[config.mk]
export PLATFORM = sky130hd
export DESIGN_NAME = seg7_reader
export DESIGN_NICKNAME = d
export VERILOG_FILES = /design/src/rtl/seg7_reader.sv
export SDC_FILE = /design/constraint.sdc
export NUM_CORES = 1
export LEC_CHECK = 0
export ABC_AREA = 1
export BUFFER_PORTS_ARGS = -buffer_cell sky130_fd_sc_hd__buf_2
export CAP_MARGIN = 10
export CORE_AREA = 2 2 54 56
export DETAILED_ROUTE_END_ITERATION = 8
export DIE_AREA = 0 0 56 58
export PLACE_DENSITY_LB_ADDON = 0.2
export SLEW_MARGIN = 20
export SYNTH_ARGS = -nofsm -noshare
export SYNTH_HDL_FRONTEND = slang
export SYNTH_SLANG_ARGS = --single-unit
export TNS_END_PERCENT = 100
[constraint.sdc]
create_clock -name clk -period 3.8 [get_ports clk]
set_clock_uncertainty 0.15 [all_clocks]
set_input_delay 0 -clock clk [delete_from_list [all_inputs] [get_ports clk]]
set_output_delay 0 -clock clk [all_outputs]
set_load 0.005 [all_outputs]
[src/rtl/seg7_reader.sv]
// seg7_reader: samples a 7-segment pattern, waits for it to hold steady for
// STABLE_CYCLES consecutive matching samples, then decodes it to a hex digit.
// Illegal nonzero patterns that hold steady raise a one-cycle pattern_err.
// Optional feature (macro SEG7_READER_SEQ_CHECK_EN): checks that each legal
// digit is the previous legal digit plus one (mod 16). A violation raises
// seq_err and increments a saturating err_count.
// Handshake: there is no valid/ready pair here. new_digit, pattern_err and
// seq_err are single-cycle strobes. digit/digit_valid are level outputs that
// stay stable between strobes.
module seg7_reader #(
    parameter int unsigned STABLE_CYCLES = 4
) (
    input  logic       clk,
    input  logic       rst,
    input  logic [6:0] seg_in,
    output logic [3:0] digit,
    output logic       digit_valid,
    output logic       new_digit,
    output logic       pattern_err,
    output logic       seq_err,
    output logic [7:0] err_count,
    output logic [1:0] state_dbg
);

    typedef enum logic [1:0] {
        IDLE   = 2'd0,
        SETTLE = 2'd1,
        LOCKED = 2'd2
    } state_t;

    localparam logic [7:0] LAST_CNT = 8'(STABLE_CYCLES - 1);

    state_t     state_q, state_d;
    logic [7:0] cnt_q, cnt_d;
    logic [6:0] seg_q;
    logic [3:0] digit_q, digit_d;
    logic       valid_q, valid_d;
    logic       new_q, new_d;
    logic       perr_q, perr_d;
    logic       match;
    logic       dec_legal;
    logic [3:0] dec_val;

    assign match = (seg_in == seg_q);

    // Decode the live pattern into a hex value plus a legality flag
    always_comb begin
        dec_legal = 1'b1;
        dec_val   = 4'h0;
        case (seg_in)
            7'h3F: dec_val = 4'h0;
            7'h06: dec_val = 4'h1;
            7'h5B: dec_val = 4'h2;
            7'h4F: dec_val = 4'h3;
            7'h66: dec_val = 4'h4;
            7'h6D: dec_val = 4'h5;
            7'h7D: dec_val = 4'h6;
            7'h07: dec_val = 4'h7;
            7'h7F: dec_val = 4'h8;
            7'h6F: dec_val = 4'h9;
            7'h77: dec_val = 4'hA;
            7'h7C: dec_val = 4'hB;
            7'h39: dec_val = 4'hC;
            7'h5E: dec_val = 4'hD;
            7'h79: dec_val = 4'hE;
            7'h71: dec_val = 4'hF;
            default: dec_legal = 1'b0;
        endcase
    end

    // Next-state and next-output logic; LOCKED with a matching sample holds everything
    always_comb begin
        state_d = state_q;
        cnt_d   = cnt_q;
        digit_d = digit_q;
        valid_d = valid_q;
        new_d   = 1'b0;
        perr_d  = 1'b0;
        if (seg_in == 7'h00) begin
            state_d = IDLE;
            cnt_d   = 8'd0;
            valid_d = 1'b0;
        end else if (!match || state_q == IDLE) begin
            // IDLE implies seg_q is zero, so a nonzero input there is always a change
            state_d = SETTLE;
            cnt_d   = 8'd0;
            valid_d = 1'b0;
        end else if (state_q == SETTLE) begin
            if (cnt_q == LAST_CNT) begin
                state_d = LOCKED;
                if (dec_legal) begin
                    digit_d = dec_val;
                    valid_d = 1'b1;
                    new_d   = 1'b1;
                end else begin
                    valid_d = 1'b0;
                    perr_d  = 1'b1;
                end
            end else begin
                cnt_d = cnt_q + 8'd1;
            end
        end
    end

    // State, sample history and registered outputs
    always_ff @(posedge clk or posedge rst) begin
        if (rst) begin
            state_q <= IDLE;
            cnt_q   <= 8'd0;
            seg_q   <= 7'h00;
            digit_q <= 4'h0;
            valid_q <= 1'b0;
            new_q   <= 1'b0;
            perr_q  <= 1'b0;
        end else begin
            state_q <= state_d;
            cnt_q   <= cnt_d;
            seg_q   <= seg_in;
            digit_q <= digit_d;
            valid_q <= valid_d;
            new_q   <= new_d;
            perr_q  <= perr_d;
        end
    end

    assign digit       = digit_q;
    assign digit_valid = valid_q;
    assign new_digit   = new_q;
    assign pattern_err = perr_q;
    assign state_dbg   = state_q;

`ifdef SEG7_READER_SEQ_CHECK_EN
    logic [3:0] prev_q;
    logic       prev_valid_q;
    logic       seq_q;
    logic [7:0] err_q;
    logic [3:0] prev_next;

    assign prev_next = prev_q + 4'd1;

    // Track the last legal digit and flag out-of-order legal locks
    always_ff @(posedge clk or posedge rst) begin
        if (rst) begin
            prev_q       <= 4'h0;
            prev_valid_q <= 1'b0;
            seq_q        <= 1'b0;
            err_q        <= 8'h00;
        end else begin
            seq_q <= 1'b0;
            if (new_d) begin
                if (prev_valid_q && dec_val != prev_next) begin
                    seq_q <= 1'b1;
                    if (err_q != 8'hFF) begin
                        err_q <= err_q + 8'd1;
                    end
                end
                prev_q       <= dec_val;
                prev_valid_q <= 1'b1;
            end
        end
    end

    assign seq_err   = seq_q;
    assign err_count = err_q;
`else
    assign seq_err   = 1'b0;
    assign err_count = 8'h00;
`endif

endmodule

==> metrics.md, run 1 <==
| Metric | Value |
|---|---|
| Psw | `roughly 110 µW` |
| Max Slew Vio Count | `0` |
| Vias in the first global route | `about 1300` |
| Overflow after GRT | `0` |
| Initial core utilization | `between 50% and 60%` |
| Crit path capture type | `flip-flop` |
| Post-synthesis sequential element count | `24` |
| WL/cell | `10.30 µm` |
| Worst Path Max Fanout | `5` |
| Fin. Hold Viols | `0` |
| Nets | `~250` |
| Share of cells above drive strength 1 | `between 10 and 15%` |
| CP arrival | `around 1.8 ns` |
| Router iterations before antenna repair | `4` |
| Via-to-Cell Ratio | `between 4 and 5` |
| Sink Count | `24` |
| Die Area | `between 3000 and 4000 µm²` |
| Resized cells post-CTS | `0` |
| Post-layout min period | `roughly 1.6 ns` |
| Number of remaining DRC errors | `0` |
| Fmax | `0.6083 GHz` |
| GRT Resource Usage Total | `20.17%` |
| Root Driver | `clkbuf_4` |
| Routed Antenna Nets | `0` |
| Actual slew at the worst max-slew pin | `0.8964 ns` |
| Cts bufs inserted | `3` |
| Hold Crit Class | `in -> reg` |
| Logic gate share of total power | `14.9%` |
| Power per cell area | `between 200 and 300 nW/µm²` |
| Diodes inserted | `0` |
| Clock share of power | `between 20% and 30%` |
| H-tree levels | `1` |
| Postcts setup bufs | `0` |
| Hold slack | `0.2465 ns` |
| Yosys cell types | `27` |
| YS warnings | `0` |
| Sequential fraction of design power | `between 60% and 70%` |
| Initial antenna violation count | `0` |
| Core area | `about 2700 µm²` |
| WL final | `approximately 2800 µm` |
| Initial drt markers | `53` |
| Lkg Pwr | `about 0.98 nW` |
| Via count | `between 1000 and 1500` |
| WS Path Type | `reg -> reg` |
| Slew headroom | `40.17%` |
| HPWL reported at the end of detailed placement | `2180 µm` |
| RSZ-0062 raised after global routing | `no` |
| Chip Height | `58 µm` |
| Synth Instances | `between 200 and 250` |
| Crit start category | `flip-flop` |
| P_int | `roughly 320 µW` |
| Clk Latency, worst-skew pair | `roughly 0.3 ns` |
| P&R area growth vs syn | `12.62%` |
| Width of the die | `approximately 56 µm` |
| CTS tree | `built` |
| Most frequent cells in the layout | `nand2_1, nor2_1, inv_1, dfrtp_1, buf_2` |
| Sequential share of the synthesized area | `between 40% and 50%` |
| Row count | `19` |
| Fin Setup TNS | `0 ns` |
| Cell Area, Synth | `1498 µm²` |
| Commonest non-fill, non-tap cell in the layout | `nand2_1` |
| Final period util | `a little over two fifths` |
| Global-route wire length before repair | `approximately 5300 µm` |
| VDD IR max | `0.2383 mV` |
| CTS max path bufs | `2` |
| RePlAce Congestion | `about 0.88` |
| Max-Cap Viols | `0` |
| Status | `completed` |
| Sw Ratio | `approximately 26%` |
| Worst EP required | `3.90 ns` |
| Final setup fails | `0` |
| PortBufs | `17` |
| Syn Area/Cell | `6.966 µm²` |
| Clk pin slew, worst setup/hold paths | `about 0.12 ns` |
| I/O pins | `27` |
| Largest net degree at the start of global routing | `25` |
==> sequential cells by signal, indices dropped and copies added, names as in the netlist <==
name	count
cnt_q	8
pattern_err	1
state_dbg	2
new_digit	1
digit	4
seg_q	7
digit_valid	1
==> power groups by stage <==
stage	clock network (mW)	registers (mW)	logic, mW
finish	0.105	0.267	0.0650
global route	0.119	0.268	0.0769
CTS	0.111	0.267	0.0651
detailed placement	0	0.272	0.0588
global placement	0	0.272	0.0585
floorplan	0	0.271	0.0482
==> layer usage <==
metal	part of all wire, %	GRT usage [%]	vias up
li1	-	-	706
met1	45	26.64	611
met2	51	35.13	30
met3	3.1	2.009	2
met4	0.43	6.803	0
met5	0	0	-
==> final timing paths <==
| kind | startpoint | endpoint | slack [ns] | cells past startpoint |
|---|---|---|---|---|
| hold / removal | seg_in[0] | seg_q[0] | 0.25 | 2 |
| setup reg to reg | cnt_q[0] | cnt_q[4] | 2.16 | 7 |
| setup / recovery | cnt_q[0] | cnt_q[4] | 2.16 | 7 |
| hold reg to reg | digit[3] | digit[3] | 0.33 | 2 |
| max in group asynchronous | rst | cnt_q[1] | 2.68 | 3 |
| min in group asynchronous | rst | cnt_q[4] | 0.27 | 3 |
==> logic make-up (layout without fill, tap and decap cells) <==
group | Yosys count | in the layout | synth area share (%)
AND/OR/NAND/NOR | 139 | 139 | 41.94
buffers and inverters | 36 | 55 | 11.28
flip-flops | 24 | 24 | 40.10
AO/OA/AOI/OAI | 12 | 12 | 4.427
XOR/XNOR | 2 | 2 | 1.170
adder cells (fa/ha/maj) | 1 | 1 | 0.8353
other | 1 | 9 | 0.2504
==> metrics by stage <==
step           instance area, µm²  setup slack [ns]  util, %  std cells  total power [mW]
2_1_floorplan                1528             2.315        -        223            0.3194
3_3_place_gp                 1584             2.178    59.49        262            0.3301
3_5_place_dp                 1584             2.166    59.49        262            0.3309
4_1_cts                      1687             2.156    63.35        273            0.4431
5_1_grt                      1687             1.956    63.35        273            0.4641
6_report                     1687             2.156    63.35        273            0.4364
==> synth_stat cells, drive strengths merged <==
library cell / number / area (µm²)
ha: 1 / 12.51
a31oi: 1 / 6.260
and3: 1 / 6.260
conb: 1 / 3.750
nand3: 17 / 102.6
nand2b: 1 / 6.260
nand2: 71 / 281.5
nand3b: 2 / 15.01
buf: 9 / 67.56
nor2: 40 / 172.7
inv: 27 / 101.4
nand4: 3 / 18.77
xnor2: 2 / 17.52
a21oi: 5 / 25.02
dfrtp: 24 / 600.6
o21a: 2 / 15.01
o21ai: 4 / 20.02
nor3: 4 / 25.02
==> final cells by class <==
cell class	count	area, µm²
clock buffers	3	22.52
multi-input cells	163	758.2
flip-flops and latches	24	600.6
inverters	27	101.3
fillers	259	975.9
well taps	31	38.79
repair buffers	25	165.2
==> critical path: stages (launching register included) <==
cell	delay (ns)
dfrtp_1	0.41
ha_1	0.24
nand3b_1	0.09
nor2_1	0.05
nor2_1	0.25
nand2_1	0.11
nor3_1	0.16
o21a_1	0.13
==> repair_timing <==
action                                  CTS  global route
endpoints found under the setup margin    0             0
hold buffers                              8             0
endpoints found under the hold margin    31             0
(Power assumes the default switching activity.)
==> run 2, diff against run 1 <==
- CORE_AREA: 2 2 54 56 -> 2 2 82 45
- DIE_AREA: 0 0 56 58 -> 0 0 84 47
- clock period: 3.8 -> 1.42 ns (I/O delays scaled with it)
==> run 2 against run 1 <==
The run now ends with DRC, setup timing left. Die area grew 22%. Non-clock buffer count grew 21. Global-route usage shrank 1.9 points. Largest cell class unchanged. First-iteration DRC count grew to 3.1 times the previous value.
==> metrics.md, run 2 (synthesis results as in run 1) <==
| Metric | Value |
|---|---|
| Hold Crit Class | `in -> reg` |
| Via count | `1463 (+8.5%)` |
| Vias in the first global route | `1125 (-11%)` |
| Worst Path Max Fanout | `3 (-2)` |
| VDD IR max | `0.5196 mV (+120%)` |
| Router iterations before antenna repair | `9 (+5)` |
| Row count | `15 (-4)` |
| Initial core utilization | `46.13% (-10 points)` |
| CP max-delay cell | `dfrtp_1` |
| Total power | `1.413 mW (+220%)` |
| Post-layout min period | `1.566 ns (-0.07823 ns)` |
| Violated checks | `DRC, setup timing` |
| Global-route wire length before repair | `5416 µm (+3.0%)` |
| Die Area | `3948 µm² (+22%)` |
| Status | `finished, violations left` |
| Initial antenna violation count | `0 (unchanged)` |
| Most frequent cells in the layout | `nand2_1, nor2_1, dfrtp_1` |
| RePlAce Congestion | `0.9405 (+7.2%)` |
| Initial drt markers | `163 (+210%)` |
| Biggest register | `cnt_q` |
| Hold slack | `0.1054 ns (-0.1411 ns)` |
| Placed Instance Area | `1750 µm² (+11%)` |
| Placed cells | `291 (+11%)` |
| P&R area growth vs syn | `36.51%` |
| Final setup fails | `15 (+15)` |
| Setup ws final | `-0.1458 ns (-2.302 ns)` |
| Overflow after GRT | `0 (unchanged)` |
| Clk Latency, worst-skew pair | `0.26 ns (-0.04 ns)` |
| Flip-flop count of the largest register after layout | `8 (unchanged)` |
| H-tree levels | `1 (unchanged)` |
| Diodes inserted | `0 (unchanged)` |
| Max Slew Vio Count | `0 (unchanged)` |
| Fin Setup TNS | `-1.408 ns (-1.408 ns)` |
| Max-Cap Viols | `0 (unchanged)` |
| Fin util | `62.97% (-0.38 points)` |
| Fin. Hold Viols | `0 (unchanged)` |
| Fmax | `0.6386 GHz (+5.0%)` |
| Fillers | `267 (+3.1%)` |
| Number of remaining DRC errors | `1 (+1)` |
| HPWL reported at the end of detailed placement | `2594 µm (+19%)` |
| CTS tree | `built` |
| Commonest non-fill, non-tap cell in the layout | `nand2_1` |
| RSZ-0062 raised after global routing | `yes` |
| Share of cells above drive strength 1 | `32.20% (+18 points)` |
| WL/cell | `12.22 µm (+19%)` |
| Routed Antenna Nets | `0 (unchanged)` |
| I/O pins | `27 (unchanged)` |
| Place WS | `-0.1580 ns (-2.324 ns)` |
| Largest stage delay, worst path | `0.42 ns (about the same)` |
| Width of the die | `84 µm (+50%)` |
| Clk pin slew, worst setup/hold paths | `0.08 ns (-0.04 ns)` |
| Final non-filler cell total | `306 (+12%)` |
| Crit start category | `flip-flop` |
| CTS max path bufs | `2 (unchanged)` |
| Cell area after layout | `2044 µm² (+21%)` |
| WL final | `3740 µm (+33%)` |
| Nets | `275 (+8.3%)` |
| Critical-path cell list | `ha_4 > nand2_2 > nor2_1 > nand2_1 > nand4_1 > nor2_4 > nand3_2 > nand2_2 > nor2_1` |
| CP arrival | `1.58 ns (-0.17 ns)` |
| PortBufs | `17 (unchanged)` |
| Root Driver | `clkbuf_8` |
| Power per cell area | `691.0 nW/µm² (+170%)` |
| Core area | `3247 µm² (+22%)` |
| Worst EP required | `1.43 ns (-2.47 ns)` |
| Sink Count | `24 (unchanged)` |
| Via-to-Cell Ratio | `4.781 (-3.2%)` |
| Cts bufs inserted | `3 (unchanged)` |
| Final period util | `110.3% (+67 points)` |
| Chip Height | `47 µm (-19%)` |
| Largest net degree at the start of global routing | `25 (unchanged)` |
| Crit path capture type | `flip-flop` |
| GRT Resource Usage Total | `18.30% (-1.9 points)` |
| Lkg Pwr | `1.116 nW (+14%)` |
| WS Path Type | `reg -> reg` |
-- run 2: changes by cell type in the layout (fill, tap and decap cells not counted), sizes merged --
cell | previous run | this run
buf | 17 | 38
clkinv | 0 | 1
clkbuf | 3 | 4
inv | 27 | 26
-- run 2: area by class of cell --
class / count / area, µm² / share of cell area (%)
tap: 42 / 52.55 / 2.570
inverter: 27 / 113.9 / 5.569
clock buffer: 4 / 55.05 / 2.693
timing repair buffer: 46 / 339.1 / 16.59
multi-input combinational: 163 / 883.3 / 43.21
sequential: 24 / 600.6 / 29.38
-- run 2: path summary, 6_finish.rpt --
kind | depth (start not counted) | start | slack [ns] | end
hold reg to reg | 2 | digit[2] | 0.33 | digit[2]
min in group asynchronous | 4 | rst | 0.16 | digit[1]
max in group asynchronous | 4 | rst | 0.73 | pattern_err
setup / recovery | 9 | cnt_q[1] | -0.15 | cnt_q[6]
hold / removal | 6 | seg_in[3] | 0.11 | pattern_err
setup reg to reg | 9 | cnt_q[1] | -0.15 | cnt_q[6]
-- run 2: worst max-delay path, delay by kind of cell (launching register included) --
family / cells / cell delay, ns
adder cells (fa/ha/maj): 1 / 0.19
flip-flops: 1 / 0.42
AND/OR/NAND/NOR: 8 / 0.70
-- run 2: where the power goes --
group	switching, mW	internal (mW)	total [mW]
clock network	0.214	0.247	0.461
logic	0.141	0.0936	0.235
registers	0.0143	0.703	0.717
-- run 2: per-layer routing --
metal	track usage, %	part of all wire [%]	vias to the layer above
met3	5.448	7.4	2
met1	28.85	51	645
li1	-	-	752
met2	23.68	41	64
met4	4.839	0.51	0
met5	0	0	-
-- run 2: what timing repair did --
action	CTS	global route
gates resized for setup	11	28
hold buffers	8	0
hold endpoints to repair	31	0
endpoints found under the setup margin	17	17
cloned	0	0
pin swaps	8	13
buffers inserted	2	1
